<file path="src/rtl/dbus_timer_pkg.sv">
// Shared types, register offsets and helpers for the dbus machine timer.
// Offsets are word indices (byte address bits [4:2]) within the timer window.
package dbus_timer_pkg;

    typedef enum logic {
        ST_IDLE = 1'b0,
        ST_RESP = 1'b1
    } state_e;

    localparam logic [2:0] TIMER_MTIME_LO = 3'd0;
    localparam logic [2:0] TIMER_MTIME_HI = 3'd1;
    localparam logic [2:0] TIMER_CMP_LO   = 3'd2;
    localparam logic [2:0] TIMER_CMP_HI   = 3'd3;
    localparam logic [2:0] TIMER_CTRL     = 3'd4;
    localparam logic [2:0] TIMER_DIV      = 3'd5;

    localparam int unsigned TIMER_WIN_SIZE = 32;

    // Replace only the byte lanes whose enable bit is set.
    function automatic logic [31:0] byte_merge(
        input logic [31:0] cur,
        input logic [31:0] wdat,
        input logic [3:0]  mask
    );
        logic [31:0] res;
        for (int i = 0; i < 4; i++) begin
            res[8*i +: 8] = mask[i] ? wdat[8*i +: 8] : cur[8*i +: 8];
        end
        return res;
    endfunction

endpackage

</file>
<file path="src/rtl/dbus_timer_prescaler.sv">
// Prescale divider for the machine timer.
// Emits a tick every (div+1) enabled cycles; clr restarts the count.
module dbus_timer_prescaler #(
    parameter int PRESCALE_W = 16
) (
    input  logic                  clk,
    input  logic                  rst,
    input  logic                  en,
    input  logic [PRESCALE_W-1:0] div,
    input  logic                  clr,
    output logic                  tick
);

    logic [PRESCALE_W-1:0] cnt_q;
    logic [PRESCALE_W-1:0] cnt_d;

    // Tick when the count reaches the divider; count wraps, holds or clears.
    always_comb begin
        tick  = en && (cnt_q == div);
        cnt_d = cnt_q;
        if (clr) begin
            cnt_d = '0;
        end else if (en) begin
            cnt_d = tick ? '0 : cnt_q + 1'b1;
        end
    end

    // Count register.
    always_ff @(posedge clk or negedge rst) begin
        if (!rst) begin
            cnt_q <= '0;
        end else begin
            cnt_q <= cnt_d;
        end
    end

endmodule

</file>
<file path="src/rtl/dbus_timer.sv">
// Machine timer peripheral on the core data bus.
// 64-bit mtime/mtimecmp, enable/irq-enable control and a prescaler.
module dbus_timer
    import dbus_timer_pkg::*;
#(
    parameter logic [31:0] BASE_ADDR  = 32'h0200_0000,
    parameter int          PRESCALE_W = 16
) (
    input  logic        clk,
    input  logic        rst,
    input  logic        I_dbus_req,
    input  logic        I_dbus_we,
    input  logic [31:0] I_dbus_addr,
    input  logic [31:0] I_dbus_data,
    input  logic [3:0]  I_dbus_mask,
    output logic [31:0] O_dbus_data,
    output logic        O_dbus_ready,
    output logic        O_timer_int
);

    state_e                state_q, state_d;
    logic [63:0]           mtime_q, mtime_d;
    logic [63:0]           cmp_q, cmp_d;
    logic                  en_q, en_d;
    logic                  ie_q, ie_d;
    logic [PRESCALE_W-1:0] div_q, div_d;
    logic [31:0]           rdata_q, rdata_d;
    logic                  int_q, int_d;

    logic                  sel;
    logic                  accept;
    logic [2:0]            off;
    logic                  tick;
    logic                  clr;
    logic [31:0]           div_m;
    logic [31:0]           ctrl_m;
    logic                  wr_unused;

    assign sel    = (I_dbus_addr[31:5] == BASE_ADDR[31:5]);
    assign accept = (state_q == ST_IDLE) && I_dbus_req && sel;
    assign off    = I_dbus_addr[4:2];

    assign div_m  = byte_merge({{(32-PRESCALE_W){1'b0}}, div_q},
                               I_dbus_data, I_dbus_mask);
    assign ctrl_m = byte_merge({30'b0, ie_q, en_q},
                               I_dbus_data, I_dbus_mask);

    assign wr_unused = ^{I_dbus_addr[1:0], ctrl_m[31:2],
                         div_m[31:PRESCALE_W]};

    dbus_timer_prescaler #(
        .PRESCALE_W(PRESCALE_W)
    ) u_presc (
        .clk (clk),
        .rst (rst),
        .en  (en_q),
        .div (div_q),
        .clr (clr),
        .tick(tick)
    );

    // FSM state register.
    always_ff @(posedge clk or negedge rst) begin
        if (!rst) begin
            state_q <= ST_IDLE;
        end else begin
            state_q <= state_d;
        end
    end

    // FSM next state: one response cycle after every accepted access.
    always_comb begin
        state_d = ST_IDLE;
        if (state_q == ST_IDLE && accept) begin
            state_d = ST_RESP;
        end
    end

    // FSM outputs: ready pulse with data valid only in RESP.
    always_comb begin
        O_dbus_ready = (state_q == ST_RESP);
        O_dbus_data  = rdata_q;
        O_timer_int  = int_q;
    end

    // Register file update, counter advance and read capture.
    always_comb begin
        mtime_d = tick ? mtime_q + 64'd1 : mtime_q;
        cmp_d   = cmp_q;
        en_d    = en_q;
        ie_d    = ie_q;
        div_d   = div_q;
        clr     = 1'b0;
        rdata_d = '0;
        if (accept && I_dbus_we) begin
            case (off)
                TIMER_MTIME_LO: mtime_d = {mtime_q[63:32],
                    byte_merge(mtime_q[31:0], I_dbus_data, I_dbus_mask)};
                TIMER_MTIME_HI: mtime_d = {
                    byte_merge(mtime_q[63:32], I_dbus_data, I_dbus_mask),
                    mtime_q[31:0]};
                TIMER_CMP_LO: cmp_d = {cmp_q[63:32],
                    byte_merge(cmp_q[31:0], I_dbus_data, I_dbus_mask)};
                TIMER_CMP_HI: cmp_d = {
                    byte_merge(cmp_q[63:32], I_dbus_data, I_dbus_mask),
                    cmp_q[31:0]};
                TIMER_CTRL: begin
                    en_d = ctrl_m[0];
                    ie_d = ctrl_m[1];
                end
                TIMER_DIV: begin
                    div_d = div_m[PRESCALE_W-1:0];
                    clr   = 1'b1;
                end
                default: ;
            endcase
        end else if (accept) begin
            case (off)
                TIMER_MTIME_LO: rdata_d = mtime_q[31:0];
                TIMER_MTIME_HI: rdata_d = mtime_q[63:32];
                TIMER_CMP_LO:   rdata_d = cmp_q[31:0];
                TIMER_CMP_HI:   rdata_d = cmp_q[63:32];
                TIMER_CTRL:     rdata_d = {30'b0, ie_q, en_q};
                TIMER_DIV:      rdata_d = {{(32-PRESCALE_W){1'b0}}, div_q};
                default:        rdata_d = '0;
            endcase
        end
        int_d = ie_q && (mtime_q >= cmp_q);
    end

    // Timer state, response data and interrupt flops.
    always_ff @(posedge clk or negedge rst) begin
        if (!rst) begin
            mtime_q <= '0;
            cmp_q   <= '1;
            en_q    <= 1'b0;
            ie_q    <= 1'b0;
            div_q   <= '0;
            rdata_q <= '0;
            int_q   <= 1'b0;
        end else begin
            mtime_q <= mtime_d;
            cmp_q   <= cmp_d;
            en_q    <= en_d;
            ie_q    <= ie_d;
            div_q   <= div_d;
            rdata_q <= rdata_d;
            int_q   <= int_d;
        end
    end

endmodule

</file>
<file path="config.mk">
export PLATFORM = sky130hd
export DESIGN_NAME = dbus_timer
export DESIGN_NICKNAME = d
export VERILOG_FILES = /design/src/rtl/dbus_timer_pkg.sv /design/src/rtl/dbus_timer_prescaler.sv /design/src/rtl/dbus_timer.sv
export SDC_FILE = /design/constraint.sdc
export NUM_CORES = 1
export LEC_CHECK = 0
export ABC_AREA = 0
export CORE_MARGIN = 2
export CORE_UTILIZATION = 50
export CTS_CLUSTER_SIZE = 30
export DETAILED_ROUTE_END_ITERATION = 7
export DONT_BUFFER_PORTS = 1
export SLEW_MARGIN = 15
export SYNTH_ARGS = -nofsm -noshare
export SYNTH_HDL_FRONTEND = slang
export SYNTH_SLANG_ARGS = --single-unit
</file>
<file path="constraint.sdc">
create_clock -name clk -period 2.6 [get_ports clk]
set_input_delay 0.39 -clock clk [delete_from_list [all_inputs] [get_ports clk]]
set_output_delay 0.39 -clock clk [all_outputs]
set_load 0.02 [all_outputs]
</file>
==> results of run 1 <==
## kinds of logic after synthesis
family | Yosys count
adders and majority gates | 66
muxes | 94
xor gates and xnor gates | 33
and+or+nand+nor | 506
AOI/OAI and AO/OA | 320
DFF | 196
buffers and inverters | 149
## cells in the mapped netlist (14+ instances only)
cell type    n  share of area [%]
a21oi_1     68                2.7
a22oi_1     28                1.7
a31oi_1     14               0.69
and3_1      25                1.2
clkbuf_1    38                1.1
dfrtp_1    132                 26
dfstp_2     64                 13
ha_1        66                6.5
inv_1       82                2.4
mux2_2      76                6.8
mux2i_1     15                1.2
nand2_1    103                3.1
nand3_1     78                3.1
nand4_1     41                2.0
nor2_1     115                3.4
nor3_1      26                1.0
nor4_1      22                1.1
o21ai_0     83                3.3
o22ai_1     15               0.74
xnor2_1     17                1.2
xor2_1      16                1.1
## metrics by stage
stage / utilization (%) / area (um2)
global placement: 54.6 / 13600
CTS: 57.1 / 14300
floorplan: - / 12600
detailed placement: 54.6 / 13600
finish: 57.2 / 14300
global route: 57.2 / 14300
## final cells by class
class	instances	area share, %
clock buffer	18	3.00
clock inverter	14	1.17
inverter	82	2.15
multi-input combinational	1019	49.5
sequential	196	34.9
tap	330	2.89
timing repair buffer	114	6.36
## final timing paths
check / start / endpoint / slack (ns) / cells past startpoint
min in group clk: I_dbus_addr[4] / O_dbus_data[30] / 0.01 / 1
setup / recovery: mtime_q[2] / mtime_q[15] / 0.06 / 7
hold reg to reg: cmp_q[3] / cmp_q[3] / 0.49 / 2
setup reg to reg: mtime_q[2] / mtime_q[15] / 0.06 / 7
max in group asynchronous: rst / cmp_q[47] / 2.53 / 0
hold / removal: rst / O_dbus_data[29] / -0.36 / 0
## metal layers
layer  track usage (%)  wire [um]
met5                 0          0
met4              12.3       1400
met3              5.35       2870
met2              52.2      19800
met1              43.5      17900
## what timing repair did
action / CTS / global route
hold endpoints to repair: 197 / 196
pin swaps: 0 / 2
endpoints found under the setup margin: 2 / 5
resized for setup: 2 / 6
buffers inserted: 0 / 2
## registers in the layout (all words and copies together) (netlist names)
register	cells
cmp_q	64
O_dbus_ready	1
mtime_q	64
ie_q	1
u_presc.cnt_q	16
O_timer_int	1
div_q	16
en_q	1
O_dbus_data	32
## report_power, final
part	internal, mW	total, mW	switching (mW)	leakage [nW]
registers	3.05	3.05	0.000000426	2.34
clock network	1.38	2.77	1.39	0.289
logic	0.0498	0.121	0.0712	3.20
==> impl_metrics.json, run 1 <==
{
  "status": "finished with violations",
  "failed_checks": "negative hold slack",
  "fp.coreArea_um2": 25000,
  "fmaxAchievable_mhz": 394,
  "area_growth_pct": 13.1,
  "crit_arrival_ns": 2.86,
  "dieArea_um2": 26600,
  "min_period_over_period_pct": 97.7,
  "worst_pin_slew_ns": 0.881,
  "slowest_delay_ns": 0.51,
  "powerDensity_nw_per_um2": 416,
  "dp_slack_ns": 0.000871,
  "synth_cells": 1364,
  "final_cells": 1773,
  "fin_crit_ns": 2.54,
  "dp_cells": 1738,
  "cp_top_family": "simple AND/OR/NAND/NOR gates",
  "drive_gt1_share_pct": 23.3,
  "synth-seq-area-share_pct": 39.5,
  "path_buf_inv": 1,
  "vias": 11400,
  "hold_violations": 168,
  "hold_ws_ns": -0.362,
  "grt_usage_pct": 32.3,
  "n_antenna_cell": 0,
  "die_w_um": 163,
  "yosys.area_share.simple_pct": 21.8,
  "ir_worst_vdd_uv": 384,
  "p_total_mw": 5.94,
  "grt_max_degree": 197,
  "clock_skew_ns": 0.0229,
  "async_flop_share_pct": 100,
  "antenna_found_initial": 0,
  "via_per_inst": 6.40,
  "synth_fa_ha_area_share_pct": 6.54,
  "io_buffers": 0,
  "grt_setup_unrepaired": "false",
  "wire_per_inst_um": 23.6,
  "cp_max_fo": 9,
  "synth_top_family_by_area": "simple AND/OR/NAND/NOR gates",
  "syn_area_um2": 12600,
  "yosysUniqueCellTypes": 90,
  "start_util_pct": 50.6,
  "cts-htree-levels": 4,
  "slew_viol_final": 0,
  "synth_compound_area_share_pct": 16.6,
  "tns_ns": 0,
  "synth_warnings": 0,
  "cts_buffers": 17,
  "clock_path_buffers": 2,
  "synth_nets": 1502,
  "setup-violations-final": 0,
  "drt-initial-drc-count": 985,
  "grt_pass1_vias": 11100,
  "slew_headroom_pct": 41.2,
  "ctsHoldBuffers": 1,
  "grt_overflow_total": 0,
  "firstDrtPassIters": 5,
  "drcViolationCount": 0,
  "nNetsFinal": 1568,
  "clockRootBuffer": "clkbuf_16",
  "multi_input_area_um2": 7080,
  "place_congestion": 0.956,
  "cts_tree": "built",
  "seq_area_um2": 4980,
  "cp_cell_sequence": "and3_1 -> buf_4 -> and4_1 -> nand3_1 -> nor3_1 -> xnor2_1 -> o21ai_0",
  "end_kind": "flop",
  "drv_cap": 0,
  "clkTransAtPathRegs_ns": 0.08,
  "cp_slowest_cell": "and4_1",
  "die_height_um": 163,
  "startpoint_type": "flop",
  "synth-edff-count": 0,
  "dpl.hpwl_um": 29800,
  "grt_first_pass_wirelength_um": 64800,
  "final_common_cell": "dfrtp_1",
  "mostFrequentLayoutCells": "132 x dfrtp_1, 115 x nor2_1, 109 x buf_4",
  "setup_slack_ns": 0.0591,
  "synth_seq_cells": 196,
  "rows": 58,
  "ioPinCount": 106,
  "ant_nets": 0,
  "synth_area_per_cell_um2": 9.26,
  "hold_class": "in2async",
  "cts_sinks": 196,
  "critPathRequiredTime_ns": 2.92,
  "crit_type": "reg2reg",
  "synthFlopType": "dfrtp_1",
  "synthMuxAreaShare_pct": 8.50,
  "leakage_nw": 5.82,
  "insertion_delay_ns": 0.46,
  "nFillCells": 2274,
  "synth_xor_area_share_pct": 2.29,
  "wl_um": 41900
}
No activity file was read; power rests on OpenSTA's default activity.
==> inputs of run 2 (changes only) <==
--- a/config.mk
+++ b/config.mk
@@ -6,11 +6,13 @@
 export NUM_CORES = 1
 export LEC_CHECK = 0
 export ABC_AREA = 0
+export ABC_CLOCK_PERIOD_IN_PS = 2600
 export CORE_MARGIN = 2
 export CORE_UTILIZATION = 50
 export CTS_CLUSTER_SIZE = 30
 export DETAILED_ROUTE_END_ITERATION = 7
 export DONT_BUFFER_PORTS = 1
+export PLACE_DENSITY = 0.74
 export SLEW_MARGIN = 15
 export SYNTH_ARGS = -nofsm -noshare
 export SYNTH_HDL_FRONTEND = slang
==> run 2 against run 1 <==
Compared with the run above:
- the flow still finishes with violations (negative hold slack)
- sequential share of layout area grew 0.26 points
- global-route usage fell by 0.91 points
- setup slack better by 0.0025 ns
- core utilization down 0.42 points
- clock skew shrank 0.0082 ns
- critical path depth increased by 2
- sequential power about the same
- largest power group unchanged
==> impl_metrics.json, run 2 (synthesis gave the netlist of run 1 again) <==
{
  "crit_type": "reg2reg",
  "cp_max_fo": 2,
  "use_met2_pct": 51.4,
  "seqPwrFrac_pct": 51.6,
  "grt_max_degree": 197,
  "ctsHoldBuffers": 1,
  "end_kind": "flop",
  "setup_slack_ns": 0.0616,
  "failed_checks": "negative hold slack",
  "fin_crit_ns": 2.54,
  "dieArea_um2": 26600,
  "power.switching_mw": 1.40,
  "fmaxAchievable_mhz": 394,
  "dp_cells": 1724,
  "combPwrFrac_pct": 2.0,
  "antenna_found_initial": 1,
  "intPower_mw": 4.51,
  "hold_violations": 181,
  "hold_class": "in2async",
  "nFillCells": 2196,
  "worst_pin_slew_ns": 0.823,
  "insertion_delay_ns": 0.46,
  "use_met3_pct": 6.88,
  "firstDrtPassIters": 7,
  "clockRootBuffer": "clkbuf_16",
  "die_w_um": 163,
  "mostFrequentLayoutCells": "132 x dfrtp_1, 115 x nor2_1, 103 x nand2_1",
  "vias": 11600,
  "clock_skew_ns": 0.0147,
  "clock_path_buffers": 2,
  "wl_um": 41100,
  "drt-initial-drc-count": 1181,
  "fp.coreArea_um2": 25000,
  "pwr-share-clk_pct": 46.3,
  "io_buffers": 0,
  "startpoint_type": "flop",
  "start_util_pct": 50.6,
  "setup-violations-final": 0,
  "grt_overflow_total": 0,
  "critPathRequiredTime_ns": 2.91,
  "via_per_inst": 6.61,
  "die_height_um": 163,
  "drive_gt1_share_pct": 22.4,
  "slew_viol_final": 0,
  "grt_pass1_vias": 11500,
  "slew_headroom_pct": 45.1,
  "nNetsFinal": 1554,
  "grt_first_pass_wirelength_um": 64100,
  "ioPinCount": 106,
  "cts_buffers": 17,
  "wire_per_inst_um": 23.4,
  "dp_slack_ns": 0.0301,
  "ant_nets": 0,
  "p_sw_share_pct": 23.6,
  "rows": 58,
  "cts_tree": "built",
  "ir_worst_vdd_uv": 331,
  "clkTransAtPathRegs_ns": 0.08,
  "min_period_over_period_pct": 97.6,
  "grt-busiest-layer": "met2",
  "area_growth_pct": 12.3,
  "post-route-util_pct": 56.8,
  "drcViolationCount": 0,
  "final_common_cell": "dfrtp_1",
  "dpl.hpwl_um": 29200,
  "p_total_mw": 5.91,
  "cts_sinks": 196,
  "grt_util_met1_pct": 40.4,
  "hold_ws_ns": -0.387,
  "status": "finished with violations",
  "place_congestion": 1.02,
  "drv_cap": 0,
  "cts-htree-levels": 4,
  "leakage_nw": 5.73,
  "final_cells": 1759,
  "grt_usage_pct": 31.4,
  "powerDensity_nw_per_um2": 417,
  "crit_arrival_ns": 2.85,
  "n_antenna_cell": 0
}
## run 2: metrics by stage
step	hold WS, ns	TNS (ns)	area (um2)
final	-0.387	0	14200
after global routing	-0.390	-0.0243	14200
after CTS	-0.381	0	14100
after detailed placement	0.101	0	13500
after global placement	0.0996	0	13500
after floorplan	0.0944	0	12600
## run 2: critical path, cell delays in order, from the launching register on
cell	delay [ns]
dfstp_2	0.53
inv_1	0.05
ha_1	0.29
a21oi_1	0.17
nor2b_1	0.06
o21ai_0	0.27
o21ai_0	0.18
o211a_1	0.24
a2111oi_1	0.41
o21ai_0	0.18
## run 2: timing repair
action	CTS	global route
gates resized for setup	0	6
buffers inserted	0	2
endpoints found under the setup margin	0	14
endpoints found under the hold margin	198	196
## run 2: area by class of cell
cell class	instances	area, um2	share of cell area, %
multi-input combinational	1019	7060	49.8
tap	330	413	2.91
sequential	196	4980	35.1
clock inverter	13	140	0.988
inverter	82	308	2.17
timing repair buffer	100	820	5.78
clock buffer	19	454	3.20
## run 2: final timing paths
path / start / endpoint / slack, ns / depth (start not counted)
hold reg to reg: cmp_q[51] / cmp_q[51] / 0.49 / 2
hold / removal: rst / mtime_q[60] / -0.39 / 0
max in group asynchronous: rst / cmp_q[41] / 2.56 / 0
setup / recovery: cmp_q[60] / O_timer_int / 0.06 / 9
setup reg to reg: cmp_q[60] / O_timer_int / 0.06 / 9
min in group clk: I_dbus_mask[0] / mtime_q[35] / 0.02 / 1
## run 2: routing by layer
layer,wire length (um),up-vias
li1,-,5159
met3,4090,138
met4,1530,0
met2,19400,708
met5,0,-
met1,16100,5629
## run 2: power by group through the flow
stage / logic, mW / clock network, mW / registers, mW
2_1_floorplan: 0.119 / 0 / 3.11
3_3_place_gp: 0.113 / 0 / 3.11
3_5_place_dp: 0.114 / 0 / 3.11
4_1_cts: 0.117 / 2.74 / 3.05
5_1_grt: 0.125 / 2.86 / 3.05
6_report: 0.120 / 2.74 / 3.05
